[src/rtl/pipe_ctrl_tracker_if.sv]
// Decode-side inputs and per-stage control/tag outputs of the pipe_ctrl_tracker block.
// The master drives decode/hazard inputs; the slave (the tracker) drives the stage registers.
interface pipe_ctrl_tracker_if #(
  parameter int unsigned CNT_W = 32
);
  logic             ValidD;
  logic             RegWriteD;
  logic             MemtoRegD;
  logic [4:0]       WriteRegD;
  logic [4:0]       RsD;
  logic [4:0]       RtD;
  logic             StallD;
  logic             FlushE;

  logic [4:0]       RsE;
  logic [4:0]       RtE;
  logic [4:0]       WriteRegE;
  logic [4:0]       WriteRegM;
  logic [4:0]       WriteRegW;
  logic             RegWriteE;
  logic             RegWriteM;
  logic             RegWriteW;
  logic             MemtoRegE;
  logic             MemtoRegM;
  logic             MemtoRegW;
  logic             ValidE;
  logic             ValidM;
  logic             ValidW;
  logic [CNT_W-1:0] retire_cnt;
  logic [CNT_W-1:0] stall_cnt;
  logic             stall_err;

  modport master (
    output ValidD, RegWriteD, MemtoRegD, WriteRegD, RsD, RtD, StallD, FlushE,
    input  RsE, RtE, WriteRegE, WriteRegM, WriteRegW, RegWriteE, RegWriteM, RegWriteW,
    input  MemtoRegE, MemtoRegM, MemtoRegW, ValidE, ValidM, ValidW,
    input  retire_cnt, stall_cnt, stall_err
  );

  modport slave (
    input  ValidD, RegWriteD, MemtoRegD, WriteRegD, RsD, RtD, StallD, FlushE,
    output RsE, RtE, WriteRegE, WriteRegM, WriteRegW, RegWriteE, RegWriteM, RegWriteW,
    output MemtoRegE, MemtoRegM, MemtoRegW, ValidE, ValidM, ValidW,
    output retire_cnt, stall_cnt, stall_err
  );
endinterface

[src/rtl/pipe_ctrl_tracker.sv]
// Control-side ID/EX, EX/MEM, MEM/WB registers for the 5-stage MIPS core, with retire/stall
// performance counters and a sticky watchdog on long decode stalls.
module pipe_ctrl_tracker #(
  parameter int unsigned CNT_W       = 32,
  parameter int unsigned STALL_LIMIT = 16
) (
  input logic                clk,
  input logic                reset,
  pipe_ctrl_tracker_if.slave bus
);

  typedef struct packed {
    logic       valid;
    logic       regWrite;
    logic       memtoReg;
    logic [4:0] writeReg;
  } bundle_t;

  localparam logic [CNT_W-1:0] StallLimit = CNT_W'(STALL_LIMIT);

  bundle_t          e_q, e_d, m_q, w_q;
  logic [4:0]       rsE_q, rsE_d, rtE_q, rtE_d;
  logic [CNT_W-1:0] retire_q, retire_d;
  logic [CNT_W-1:0] stallCnt_q, stallCnt_d;
  logic [CNT_W-1:0] run_q, run_d;
  logic             err_q, err_d;

  // A held decode instruction must not issue twice, so StallD also bubbles E.
  always_comb begin
    e_d   = '0;
    rsE_d = 5'd0;
    rtE_d = 5'd0;
    if (!(bus.StallD || bus.FlushE)) begin
      e_d.valid    = bus.ValidD;
      e_d.regWrite = bus.RegWriteD & bus.ValidD & (bus.WriteRegD != 5'd0);
      e_d.memtoReg = bus.MemtoRegD & bus.ValidD;
      e_d.writeReg = bus.WriteRegD;
      rsE_d        = bus.RsD;
      rtE_d        = bus.RtD;
    end
  end

  always_comb begin
    retire_d   = w_q.valid ? retire_q + 1'b1 : retire_q;
    stallCnt_d = stallCnt_q;
    run_d      = '0;
    err_d      = err_q;
    if (bus.StallD) begin
      if (stallCnt_q != '1) stallCnt_d = stallCnt_q + 1'b1;
      // Run counter parks at the limit so it can never wrap back under it.
      run_d = (run_q == StallLimit) ? run_q : run_q + 1'b1;
      if (run_q == StallLimit) err_d = 1'b1;
    end
  end

  always_ff @(posedge clk) begin
    if (reset) begin
      e_q        <= '0;
      m_q        <= '0;
      w_q        <= '0;
      rsE_q      <= 5'd0;
      rtE_q      <= 5'd0;
      retire_q   <= '0;
      stallCnt_q <= '0;
      run_q      <= '0;
      err_q      <= 1'b0;
    end else begin
      e_q        <= e_d;
      m_q        <= e_q;
      w_q        <= m_q;
      rsE_q      <= rsE_d;
      rtE_q      <= rtE_d;
      retire_q   <= retire_d;
      stallCnt_q <= stallCnt_d;
      run_q      <= run_d;
      err_q      <= err_d;
    end
  end

  assign bus.RsE        = rsE_q;
  assign bus.RtE        = rtE_q;
  assign bus.WriteRegE  = e_q.writeReg;
  assign bus.WriteRegM  = m_q.writeReg;
  assign bus.WriteRegW  = w_q.writeReg;
  assign bus.RegWriteE  = e_q.regWrite;
  assign bus.RegWriteM  = m_q.regWrite;
  assign bus.RegWriteW  = w_q.regWrite;
  assign bus.MemtoRegE  = e_q.memtoReg;
  assign bus.MemtoRegM  = m_q.memtoReg;
  assign bus.MemtoRegW  = w_q.memtoReg;
  assign bus.ValidE     = e_q.valid;
  assign bus.ValidM     = m_q.valid;
  assign bus.ValidW     = w_q.valid;
  assign bus.retire_cnt = retire_q;
  assign bus.stall_cnt  = stallCnt_q;
  assign bus.stall_err  = err_q;

endmodule
[src/flat_wrapper.sv]
// flat-port wrapper written by rule: the top's interface ports become plain ports
module pipe_ctrl_tracker_flat 
#(
  parameter int unsigned CNT_W       = 32,
  parameter int unsigned STALL_LIMIT = 16
)
  (clk, reset, bus_ValidD, bus_RegWriteD, bus_MemtoRegD, bus_WriteRegD, bus_RsD, bus_RtD, bus_StallD, bus_FlushE, bus_RsE, bus_RtE, bus_WriteRegE, bus_WriteRegM, bus_WriteRegW, bus_RegWriteE, bus_RegWriteM, bus_RegWriteW, bus_MemtoRegE, bus_MemtoRegM, bus_MemtoRegW, bus_ValidE, bus_ValidM, bus_ValidW, bus_retire_cnt, bus_stall_cnt, bus_stall_err);
  pipe_ctrl_tracker_if #(.CNT_W(CNT_W)) bus_i ();
  input logic clk;
  input logic reset;
  input wire logic [$bits(bus_i.ValidD)-1:0] bus_ValidD;
  input wire logic [$bits(bus_i.RegWriteD)-1:0] bus_RegWriteD;
  input wire logic [$bits(bus_i.MemtoRegD)-1:0] bus_MemtoRegD;
  input wire logic [$bits(bus_i.WriteRegD)-1:0] bus_WriteRegD;
  input wire logic [$bits(bus_i.RsD)-1:0] bus_RsD;
  input wire logic [$bits(bus_i.RtD)-1:0] bus_RtD;
  input wire logic [$bits(bus_i.StallD)-1:0] bus_StallD;
  input wire logic [$bits(bus_i.FlushE)-1:0] bus_FlushE;
  output wire logic [$bits(bus_i.RsE)-1:0] bus_RsE;
  output wire logic [$bits(bus_i.RtE)-1:0] bus_RtE;
  output wire logic [$bits(bus_i.WriteRegE)-1:0] bus_WriteRegE;
  output wire logic [$bits(bus_i.WriteRegM)-1:0] bus_WriteRegM;
  output wire logic [$bits(bus_i.WriteRegW)-1:0] bus_WriteRegW;
  output wire logic [$bits(bus_i.RegWriteE)-1:0] bus_RegWriteE;
  output wire logic [$bits(bus_i.RegWriteM)-1:0] bus_RegWriteM;
  output wire logic [$bits(bus_i.RegWriteW)-1:0] bus_RegWriteW;
  output wire logic [$bits(bus_i.MemtoRegE)-1:0] bus_MemtoRegE;
  output wire logic [$bits(bus_i.MemtoRegM)-1:0] bus_MemtoRegM;
  output wire logic [$bits(bus_i.MemtoRegW)-1:0] bus_MemtoRegW;
  output wire logic [$bits(bus_i.ValidE)-1:0] bus_ValidE;
  output wire logic [$bits(bus_i.ValidM)-1:0] bus_ValidM;
  output wire logic [$bits(bus_i.ValidW)-1:0] bus_ValidW;
  output wire logic [$bits(bus_i.retire_cnt)-1:0] bus_retire_cnt;
  output wire logic [$bits(bus_i.stall_cnt)-1:0] bus_stall_cnt;
  output wire logic [$bits(bus_i.stall_err)-1:0] bus_stall_err;
  assign bus_i.ValidD = bus_ValidD;
  assign bus_i.RegWriteD = bus_RegWriteD;
  assign bus_i.MemtoRegD = bus_MemtoRegD;
  assign bus_i.WriteRegD = bus_WriteRegD;
  assign bus_i.RsD = bus_RsD;
  assign bus_i.RtD = bus_RtD;
  assign bus_i.StallD = bus_StallD;
  assign bus_i.FlushE = bus_FlushE;
  assign bus_RsE = bus_i.RsE;
  assign bus_RtE = bus_i.RtE;
  assign bus_WriteRegE = bus_i.WriteRegE;
  assign bus_WriteRegM = bus_i.WriteRegM;
  assign bus_WriteRegW = bus_i.WriteRegW;
  assign bus_RegWriteE = bus_i.RegWriteE;
  assign bus_RegWriteM = bus_i.RegWriteM;
  assign bus_RegWriteW = bus_i.RegWriteW;
  assign bus_MemtoRegE = bus_i.MemtoRegE;
  assign bus_MemtoRegM = bus_i.MemtoRegM;
  assign bus_MemtoRegW = bus_i.MemtoRegW;
  assign bus_ValidE = bus_i.ValidE;
  assign bus_ValidM = bus_i.ValidM;
  assign bus_ValidW = bus_i.ValidW;
  assign bus_retire_cnt = bus_i.retire_cnt;
  assign bus_stall_cnt = bus_i.stall_cnt;
  assign bus_stall_err = bus_i.stall_err;
  pipe_ctrl_tracker #(.CNT_W(CNT_W), .STALL_LIMIT(STALL_LIMIT)) u_core (.clk(clk), .reset(reset), .bus(bus_i));
endmodule
[config.mk]
export PLATFORM = sky130hd
export DESIGN_NAME = pipe_ctrl_tracker_flat
export DESIGN_NICKNAME = d
export VERILOG_FILES = /design/src/rtl/pipe_ctrl_tracker_if.sv /design/src/rtl/pipe_ctrl_tracker.sv /design/src/flat_wrapper.sv
export SDC_FILE = /design/constraint.sdc
export NUM_CORES = 1
export LEC_CHECK = 0
export CAP_MARGIN = 30
export CELL_PAD_IN_SITES_DETAIL_PLACEMENT = 2
export CELL_PAD_IN_SITES_GLOBAL_PLACEMENT = 2
export CORE_MARGIN = 3
export CORE_UTILIZATION = 27
export DETAILED_ROUTE_END_ITERATION = 16
export PLACE_DENSITY = 0.84
export SETUP_SLACK_MARGIN = 0.1
export SLEW_MARGIN = 10
export SYNTH_ARGS = -nofsm -noshare
export SYNTH_HDL_FRONTEND = slang
export SYNTH_SLANG_ARGS = --single-unit
[constraint.sdc]
create_clock -name clk -period 1.91 [get_ports clk]
set_input_delay 0.382 -clock clk [delete_from_list [all_inputs] [get_ports clk]]
set_output_delay 0.382 -clock clk [all_outputs]
set_load 0.02 [all_outputs]
# [Word level (Yosys, flattened, before mapping)]
# Cells that the tools add are included.
# Widths: inputs -> output; s select.
[totals] mem_bits_ro=0 latchBits=0 inputBits=22 ff_bits=131 ram_bits=0 n_memories=0
[classes] shift=0 mux=0 eq_ne=2 order_cmp=0 reduce_logical=6 bitwise_logic=4 div=0 n_mul=0 add_sub_neg=3
[ops] operator="$add 32x1->32 const B" n=3
[ops] operator="$eq 32x5->1 const B" n=1
[ops] operator="$ne 32x32->1 const B" n=1
[ops] operator="$reduce_bool 5->1" n=1
[ops] operator="$reduce_and 2->1" n=2
[ops] operator="$reduce_or 2->1" n=2
[ops] operator="$and 1x1->1" n=3
[ops] operator="$logic_or 1x1->1" n=1
[ops] operator="$not 1->1" n=1

# [Logic depth before layout (Yosys ltp)]
# Gate-level depths: netlist (run 1).
[depth] ltp_word=2 ltp_mapped=8 depth_no_buf=6

# [Least setup slack after synthesis (run 1)]
# Ideal clock, no wire load.
[synth_path] path_kind="register to register" start="reg u_core.stallCnt_q[0], in the netlist u_core.bus.stall_cnt[0]" end="reg u_core.stallCnt_q[30], in the netlist u_core.bus.stall_cnt[30]" t_arrival_ns=2.024 path_stages_with_launch=8 n_path_buf=1 setup_ns=0.121 slack_ns=-0.236 required_time_ns=1.789 path_cell_list="dfxtp_1 -> ha_1 -> nand3_1 -> nor3_1 -> o211ai_2 -> buf_4 -> nor4_2 -> mux2_4"
[synth_via] elab_chain_cells=2
[synth_rtl] item="from (decl)" line="pipe_ctrl_tracker.sv:24" source="logic [CNT_W-1:0] stallCnt_q, stallCnt_d;"
[synth_rtl] item="from (signal assigned)" line="pipe_ctrl_tracker.sv:74" source="stallCnt_q <= stallCnt_d;"
[synth_rtl] item="parallel branches: the longest is 2 deep, another holds $add 32x1->32"
# Parallel ways; which one is timed is not known.
# A chain may end at the register's enable or synchronous reset.

# [Final worst setup path (run 1)]
[layout_path] start="reg u_core.stallCnt_q[17], in the netlist u_core.bus.stall_cnt[17]" end="reg u_core.stallCnt_q[2], in the netlist u_core.bus.stall_cnt[2]"
[layout_via] elab_chain_cells=2
[layout_rtl] item="$ne 32x32->1" line="pipe_ctrl_tracker.sv:49" source="if (stallCnt_q != '1) stallCnt_d = stallCnt_q + 1'b1;"
[layout_rtl] item="$reduce_and 2->1 (no source line)"
# Every way passes these cells.

==> reports/summary.txt, run 1 <==
SYNTHESIS
---------------------------------------------------------------------------
Area fraction in and, or, nand and nor cells after synthesis          30.4%
Area fraction in compound gates after synthesis                       7.71%
Post-synthesis adder-cell area fraction                              0.910%
Mean cell area of the mapped netlist                             9.07 sq um
Mux share of post-synthesis cell area                                0.819%
Synthesized flop and latch total                                        131
Dominant combinational cell family by area after synthesis     simple AND/OR/NAND/NOR gates
XOR/XNOR Fraction of Synth Area                                       9.56%
Number of standard cells after synthesis                                606
Syn Std Cell Area                                                5500 sq um
Count of warnings emitted by yosys                                        0
Mapped Nets                                                             632
Number of unique standard cell types used by synthesis                   49
Sequential element share of the synthesized area                      47.7%

PWR
---------------------------------------------------------------------------
Worst vdd rail ir drop                                               472 uV
Static leakage power                                                3.86 nW
P per Cell Area                                                 727 nW/um^2

DIE
---------------------------------------------------------------------------
Die W                                                                149 um
Num rows                                                                 51
I/O pin count                                                           121
Core Box Area                                                   19700 sq um
DIE AREA                                                        22100 sq um
Starting Density                                                      27.9%
Die span in y                                                        149 um

RUN STATUS
---------------------------------------------------------------------------
Violations in the final reports                                negative setup slack
Result of the run                                              complete, but fails checks

TIMING
---------------------------------------------------------------------------
Final setup fails                                                        26
Period utilisation layout                                              111%
WHS                                                                0.417 ns
Final max-slew violation count                                            0
Setup slack after layout                                          -0.211 ns
Unrepaired setup endpoints after global routing                         yes
Worst clock skew                                                  0.0142 ns
Fin. Hold Viols                                                           0
Maximum frequency from static timing analysis                     0.471 GHz
Transition at the pin with the smallest max-transition slack       0.456 ns
Final worst path period need                                        2.12 ns
Sum of negative setup slack                                        -2.17 ns
Worst-case headroom to the max-slew limit                             69.3%

WORST SETUP PATH
---------------------------------------------------------------------------
Endpoint kind of the worst setup timing path                      flip-flop
Signal arrival time at the worst endpoint                           2.43 ns
Critical Path Source Type                                         flip-flop
Required time at the worst-slack endpoint                           2.22 ns
Crit path max fanout                                                      5
Kind of critical path                                            reg -> reg

GRT
---------------------------------------------------------------------------
Maximum number of pins on one net before global-route repair             69
Total routing resource utilization after global routing               20.8%
Wire length of the first global-routing pass                       36200 um
Initial antenna violation count                                           1
Via count of the first global-routing pass                             6379
Overflow after GRT                                                        0

LAYOUT
---------------------------------------------------------------------------
Area added between synthesis and finish                               65.2%
ANT cells                                                                 0
Fin nets                                                                858
Commonest cells after routing, fill and taps aside             dfxtp_1 (91), buf_4 (81), nor2_1 (74)
Fraction of layout cells with a size suffix above 1                   31.4%
Most common cell after layout, fill and taps aside                  dfxtp_1

CTS
---------------------------------------------------------------------------
Root Buffer                                                       clkbuf_16
Later-pin clock latency in the skew report                          0.43 ns
CTS tree                                                                yes
TritonCTS Sinks                                                         131
Cts hold-fix bufs                                                         0
Total clock buffers created by CTS                                       17
Largest buffer count on any clock path                                    2
Clk pin slew, worst setup/hold paths                                0.08 ns
Max H-tree Level                                                          4

ROUTING
---------------------------------------------------------------------------
Antenna Violating Nets Remaining                                          0
DR iter-0 viols                                                         290
Via total after detailed routing                                       5760
Number of vias per cell                                                5.19
1st-pass router iterations                                                4
Number of DRC violations after detailed routing                           0
Total Routed Length                                                27200 um
Routed length per instance                                          24.5 um

JOB
---------------------------------------------------------------------------
Number of maximum-capacitance violations                                  0

PLACED DESIGN
---------------------------------------------------------------------------
Number of I/O port buffers                                              120
Detailed placer's ending HPWL                                      13800 um
Global placer's final weighted congestion                             0.832

HOLD PATH
---------------------------------------------------------------------------
Classification of the worst-slack hold path                       in -> reg

==> power breakdown <==
part | total, mW | switching [mW] | internal, mW
clock network | 3.63 | 1.49 | 2.14
registers | 2.74 | 0.0146 | 2.72
logic | 0.237 | 0.124 | 0.113
total | 6.60 | 1.63 | 4.97
==> synthesized netlist by cell type, drive strengths merged <==
cell,n,area share (%)
o31a,1,0.16
buf,4,0.68
or3,28,3.2
o21a,1,0.14
a41oi,1,0.16
xnor2,26,4.1
nor3,18,1.7
o2111ai,1,0.27
or4,7,1.1
xor2,34,5.4
o311a,1,0.18
o21bai,1,0.14
nand3,30,2.7
and4,13,2.1
nand2,33,2.3
nand2b,3,0.34
nor2b,17,1.9
o21ai,23,2.1
o21ba,2,0.36
or2,2,0.23
nand4b,1,0.16
nor2,78,5.4
dfxtp,131,48
a21oi,30,2.7
nand4,31,3.9
mux2i,3,0.55
ha,4,0.91
clkbuf,19,1.3
o211ai,1,0.23
mux2,1,0.27
o31ai,5,0.77
and3,7,0.80
nor4,18,2.7
inv,14,0.96
and2,16,1.8
o311ai,1,0.48
==> worst paths after layout <==
| kind | slack [ns] | to | cells after the start | startpoint |
|---|---|---|---|---|
| max | -0.21 | u_core.bus.stall_cnt[2] | 7 | u_core.bus.stall_cnt[17] |
| min | 0.42 | u_core.bus.RegWriteM | 3 | reset |
| max reg2reg | -0.21 | u_core.bus.stall_cnt[2] | 7 | u_core.bus.stall_cnt[17] |
| min reg2reg | 0.46 | u_core.bus.RegWriteM | 1 | u_core.bus.RegWriteE |
==> logic make-up after synthesis <==
group	Yosys count
AND/OR/NAND/NOR	302
flip-flops	131
AO/OA/AOI/OAI	68
XOR/XNOR	60
buffers and inverters	37
multiplexers	4
adder cells (fa/ha/maj)	4
==> flip-flops by register name, summed over array words and instances (netlist names) <==
signal / cells
u_core.bus.MemtoRegW: 1
u_core.bus.WriteRegM: 5
u_core.bus.ValidW: 1
u_core.bus.retire_cnt: 32
u_core.bus.MemtoRegE: 1
u_core.bus.RegWriteM: 1
u_core.bus.WriteRegW: 5
u_core.bus.RsE: 5
u_core.bus.stall_err: 1
u_core.bus.RegWriteE: 1
u_core.bus.RegWriteW: 1
u_core.bus.MemtoRegM: 1
u_core.bus.WriteRegE: 5
u_core.bus.stall_cnt: 32
u_core.bus.RtE: 5
u_core.bus.ValidE: 1
u_core.run_q: 32
u_core.bus.ValidM: 1
==> worst max-delay path: stages, from the launching register on <==
cell	delay [ns]
dfxtp_4	0.38
nand4_4	0.14
or4_4	0.53
nor4_4	0.26
buf_4	0.21
clkbuf_16	0.15
o21ai_1	0.06
a21oi_1	0.26
==> cell type report <==
cell class / instances / area, sq um
clock buffers: 18 / 439
clock inverters: 14 / 186
repair buffers: 230 / 2180
multi-input cells: 438 / 3160
inverters: 14 / 52.6
fillers: 1992 / 10600
flip-flops and latches: 131 / 2730
well taps: 265 / 332
==> metrics by stage <==
stage	cell area (sq um)	setup slack, ns	utilization, %	total power [mW]	cells
4_1_cts	8470	-0.0144	42.9	6.57	1080
2_1_floorplan	5600	0.0550	-	2.90	606
5_1_grt	9080	-0.247	46.1	6.79	1110
3_3_place_gp	7510	-0.266	38.1	3.02	1029
3_5_place_dp	7510	-0.460	38.1	3.03	1029
6_report	9080	-0.211	46.1	6.60	1110
==> repair_timing <==
| action | 4_1_cts | 5_1_grt |
|---|---|---|
| pin swaps | 23 | 34 |
| buffers inserted | 17 | 29 |
| gates cloned | 2 | 1 |
| resized for setup | 109 | 104 |
| endpoints found under the setup margin | 95 | 82 |
==> routing by layer <==
layer,GRT usage [%],wire length (um),up-vias
met5,0,20,-
met4,8.73,1250,2
met3,5.24,1290,74
met2,38.9,14400,202
met1,22.1,10200,2895
li1,-,-,2587
Note: power is estimated with default switching activity, not from simulation.
==> run 2, diff against run 1 <==
--- a/config.mk
+++ b/config.mk
@@ -13,7 +13,7 @@
 export DETAILED_ROUTE_END_ITERATION = 16
 export PLACE_DENSITY = 0.84
 export SETUP_SLACK_MARGIN = 0.1
-export SLEW_MARGIN = 10
+export SLEW_MARGIN = 20
 export SYNTH_ARGS = -nofsm -noshare
 export SYNTH_HDL_FRONTEND = slang
 export SYNTH_SLANG_ARGS = --single-unit
==> results of run 2 <==
No change in the layout: final DEF, timing and power equal those of run 1.
==> run 3, diff against run 2 <==
--- a/config.mk
+++ b/config.mk
@@ -11,6 +11,7 @@
 export CORE_MARGIN = 3
 export CORE_UTILIZATION = 27
 export DETAILED_ROUTE_END_ITERATION = 16
+export GPL_TIMING_DRIVEN = 0
 export PLACE_DENSITY = 0.84
 export SETUP_SLACK_MARGIN = 0.1
 export SLEW_MARGIN = 20
==> run 3 against run 2 <==
Effect of this change: die area stayed put; sequential share of layout area is 1.1 points higher; clock power is 12% lower; wire length is 6.1% lower; sequential cell count stayed put; fmax is 0.85% higher; non-clock buffer count is 22 lower; first-iteration DRC count is 24% lower; combinational power hardly changed; register-to-register slack better by 0.02 ns; clock-buffer cell count is 1 higher; the flow still finishes with violations (negative setup slack).
==> reports/summary.txt, run 3 (synthesis gave the netlist of run 1 again) <==
TIMING
---------------------------------------------------------------------------
WHS                                                                0.461 ns   +0.0441 ns
Final setup fails                                                        27   +3.8%
Period utilisation layout                                              110%   -0.94 points
Worst clock skew                                                  0.0185 ns   +0.00422 ns
Setup slack after layout                                          -0.193 ns   +0.0180 ns
Transition at the pin with the smallest max-transition slack       0.669 ns   +0.213 ns
Fin. Hold Viols                                                           0   unchanged
Final max-slew violation count                                            0   unchanged
Worst-case headroom to the max-slew limit                             55.4%   -14 points
Maximum frequency from static timing analysis                     0.476 GHz   +0.85%
Unrepaired setup endpoints after global routing                         yes
Final worst path period need                                        2.10 ns   -0.0180 ns

HOLD PATH
---------------------------------------------------------------------------
Classification of the worst-slack hold path                      reg -> reg
Hold Path Origin                                               u_core.bus.RegWriteM
Hold Path Cell Cnt                                                        1   -2
Capture endpoint of the worst hold path                        u_core.bus.RegWriteW

WORST SETUP PATH
---------------------------------------------------------------------------
Endpoint kind of the worst setup timing path                      flip-flop
Kind of critical path                                            reg -> reg
Required time at the worst-slack endpoint                           2.21 ns   about the same
Length in cells of the worst reg-to-reg path                              7   unchanged
Signal arrival time at the worst endpoint                           2.41 ns   -0.02 ns
Reg2reg end                                                    u_core.bus.stall_cnt[8]
Crit path max fanout                                                      4   -1
Critical Path Source Type                                         flip-flop
Worst reg2reg startpoint                                       u_core.bus.stall_cnt[22]
Flop2flop setup slack                                              -0.19 ns   +0.02 ns

LAYOUT
---------------------------------------------------------------------------
Commonest cells after routing, fill and taps aside             dfxtp_1 (82), nor2_1 (75), dlygate4sd2_1 (55)
Most common cell after layout, fill and taps aside                  dfxtp_1
ANT cells                                                                 0   unchanged
Fraction of layout cells with a size suffix above 1                   30.3%   -1.1 points
Area added between synthesis and finish                               60.5%
Final instance count without filler cells                              1088   -2.0%
Fin nets                                                                836   -2.6%
Cell area after layout                                           8820 sq um   -2.8%
Number of filler instances in the final layout                         2066   +3.7%

DIE
---------------------------------------------------------------------------
Die W                                                                149 um   unchanged
Die span in y                                                        149 um   unchanged
DIE AREA                                                        22100 sq um   unchanged
Num rows                                                                 51   unchanged
Core Box Area                                                   19700 sq um   unchanged
Starting Density                                                      27.9%   unchanged
I/O pin count                                                           121   unchanged

PLACED DESIGN
---------------------------------------------------------------------------
Detailed placer's ending HPWL                                      12300 um   -10%
Placement-stage cell area                                        7140 sq um   -5.0%
Number of I/O port buffers                                              120   unchanged
Worst slack, placed                                               -0.726 ns   -0.265 ns
Total placed cells including tap cells                                  991   -3.7%
Global placer's final weighted congestion                             0.753   -9.6%

CTS
---------------------------------------------------------------------------
Total clock buffers created by CTS                                       17   unchanged
TritonCTS Sinks                                                         131   unchanged
Later-pin clock latency in the skew report                          0.43 ns   about the same
Max H-tree Level                                                          4   unchanged
Root Buffer                                                       clkbuf_16
Clk pin slew, worst setup/hold paths                                0.08 ns   about the same
Largest buffer count on any clock path                                    2   unchanged
Cts hold-fix bufs                                                         0   unchanged
CTS tree                                                                yes

ROUTING
---------------------------------------------------------------------------
Number of vias per cell                                                5.20   +0.13%
Total Routed Length                                                25500 um   -6.1%
Via total after detailed routing                                       5653   -1.9%
1st-pass router iterations                                                4   unchanged
Number of DRC violations after detailed routing                           0   unchanged
Routed length per instance                                          23.5 um   -4.2%
DR iter-0 viols                                                         221   -24%
Antenna Violating Nets Remaining                                          0   unchanged

PWR
---------------------------------------------------------------------------
Static leakage power                                                3.67 nW   -4.9%
Overall Power                                                       6.15 mW   -6.7%
P per Cell Area                                                 697 nW/um^2   -4.0%
Worst vdd rail ir drop                                               609 uV   +29%

GRT
---------------------------------------------------------------------------
Via count of the first global-routing pass                             6076   -4.7%
Maximum number of pins on one net before global-route repair             17   -75%
Overflow after GRT                                                        0   unchanged
Wire length of the first global-routing pass                       34300 um   -5.2%
Total routing resource utilization after global routing               19.7%   -1.1 points
Initial antenna violation count                                           0   -1

JOB
---------------------------------------------------------------------------
Number of maximum-capacitance violations                                  0   unchanged

RUN STATUS
---------------------------------------------------------------------------
Violations in the final reports                                negative setup slack
Result of the run                                              complete, but fails checks

==> run 3: cell count changes in the layout (fill, tap and decap cells not counted), moves of 4 or more <==
cell             previous run  this run
dfxtp_2                    17        24
buf_4                      81        49
dlygate4sd2_1              62        55
dfxtp_1                    91        82
clkbuf_2                    0         6
clkdlybuf4s50_1            42        51
inv_6                       7         3
clkbuf_1                    0         9
nor3_1                     13         9
==> run 3: final cells by class <==
class / instances / area, sq um / area share (%)
Timing Repair Buffer: 185 / 1760 / 19.9
Multi-Input combinational cell: 438 / 3240 / 36.7
Sequential cell: 131 / 2750 / 31.1
Tap cell: 265 / 332 / 3.76
Clock buffer: 19 / 464 / 5.26
Buffer: 23 / 136 / 1.55
Inverter: 14 / 52.6 / 0.595
Clock inverter: 13 / 97.6 / 1.11
==> run 3: power by group <==
part	internal (mW)	total [mW]	switching, mW
registers	2.72	2.73	0.0151
logic	0.104	0.237	0.133
clock network	1.79	3.18	1.40
==> run 3: worst max path at each step <==
stage / from / to / slack, ns / cells past startpoint
after floorplan: u_core.bus.stall_cnt[16] / u_core.bus.stall_cnt[30] / 0.06 / 6
after global placement: bus_StallD / u_core.bus.WriteRegE[3] / -0.62 / 5
after detailed placement: bus_StallD / u_core.bus.RtE[1] / -0.73 / 5
after CTS: u_core.bus.stall_cnt[17] / bus_stall_cnt[17] / 0.009 / 2
after global routing: u_core.bus.stall_cnt[22] / u_core.bus.stall_cnt[20] / -0.24 / 8
final: u_core.bus.stall_cnt[22] / u_core.bus.stall_cnt[8] / -0.19 / 7
==> run 3: stage by stage <==
| stage | TNS (ns) | util, % |
|---|---|---|
| floorplan | 0 | - |
| global placement | -34.88 | 36.2 |
| detailed placement | -43.70 | 36.2 |
| CTS | 0 | 42.1 |
| global route | -3.82 | 44.8 |
| finish | -2.01 | 44.8 |
==> run 3: what timing repair did <==
action                                  CTS  global route
hold endpoints to repair                  0             0
pin swaps                                41            33
gates cloned                              1             0
endpoints found under the setup margin  154           105
resized for setup                       127           117
buffers inserted                         43            21
==> run 3: layer usage <==
| layer | up-vias | track usage (%) | part of all wire, % |
|---|---|---|---|
| met5 | - | 0 | 0 |
| met4 | 0 | 7.71 | 3.7 |
| met3 | 62 | 4.88 | 4.9 |
| met2 | 184 | 35.1 | 52 |
| met1 | 2868 | 22.7 | 40 |
| li1 | 2539 | - | - |
==> run 3: worst max-delay path, cell delays in order, from the launching register on <==
cell and delay [ns]:
dfxtp_4 0.39, nand3_4 0.10, or4_4 0.59, buf_6 0.15, o31ai_4 0.34, buf_4 0.18, xor2_1 0.16, nor2_1 0.09
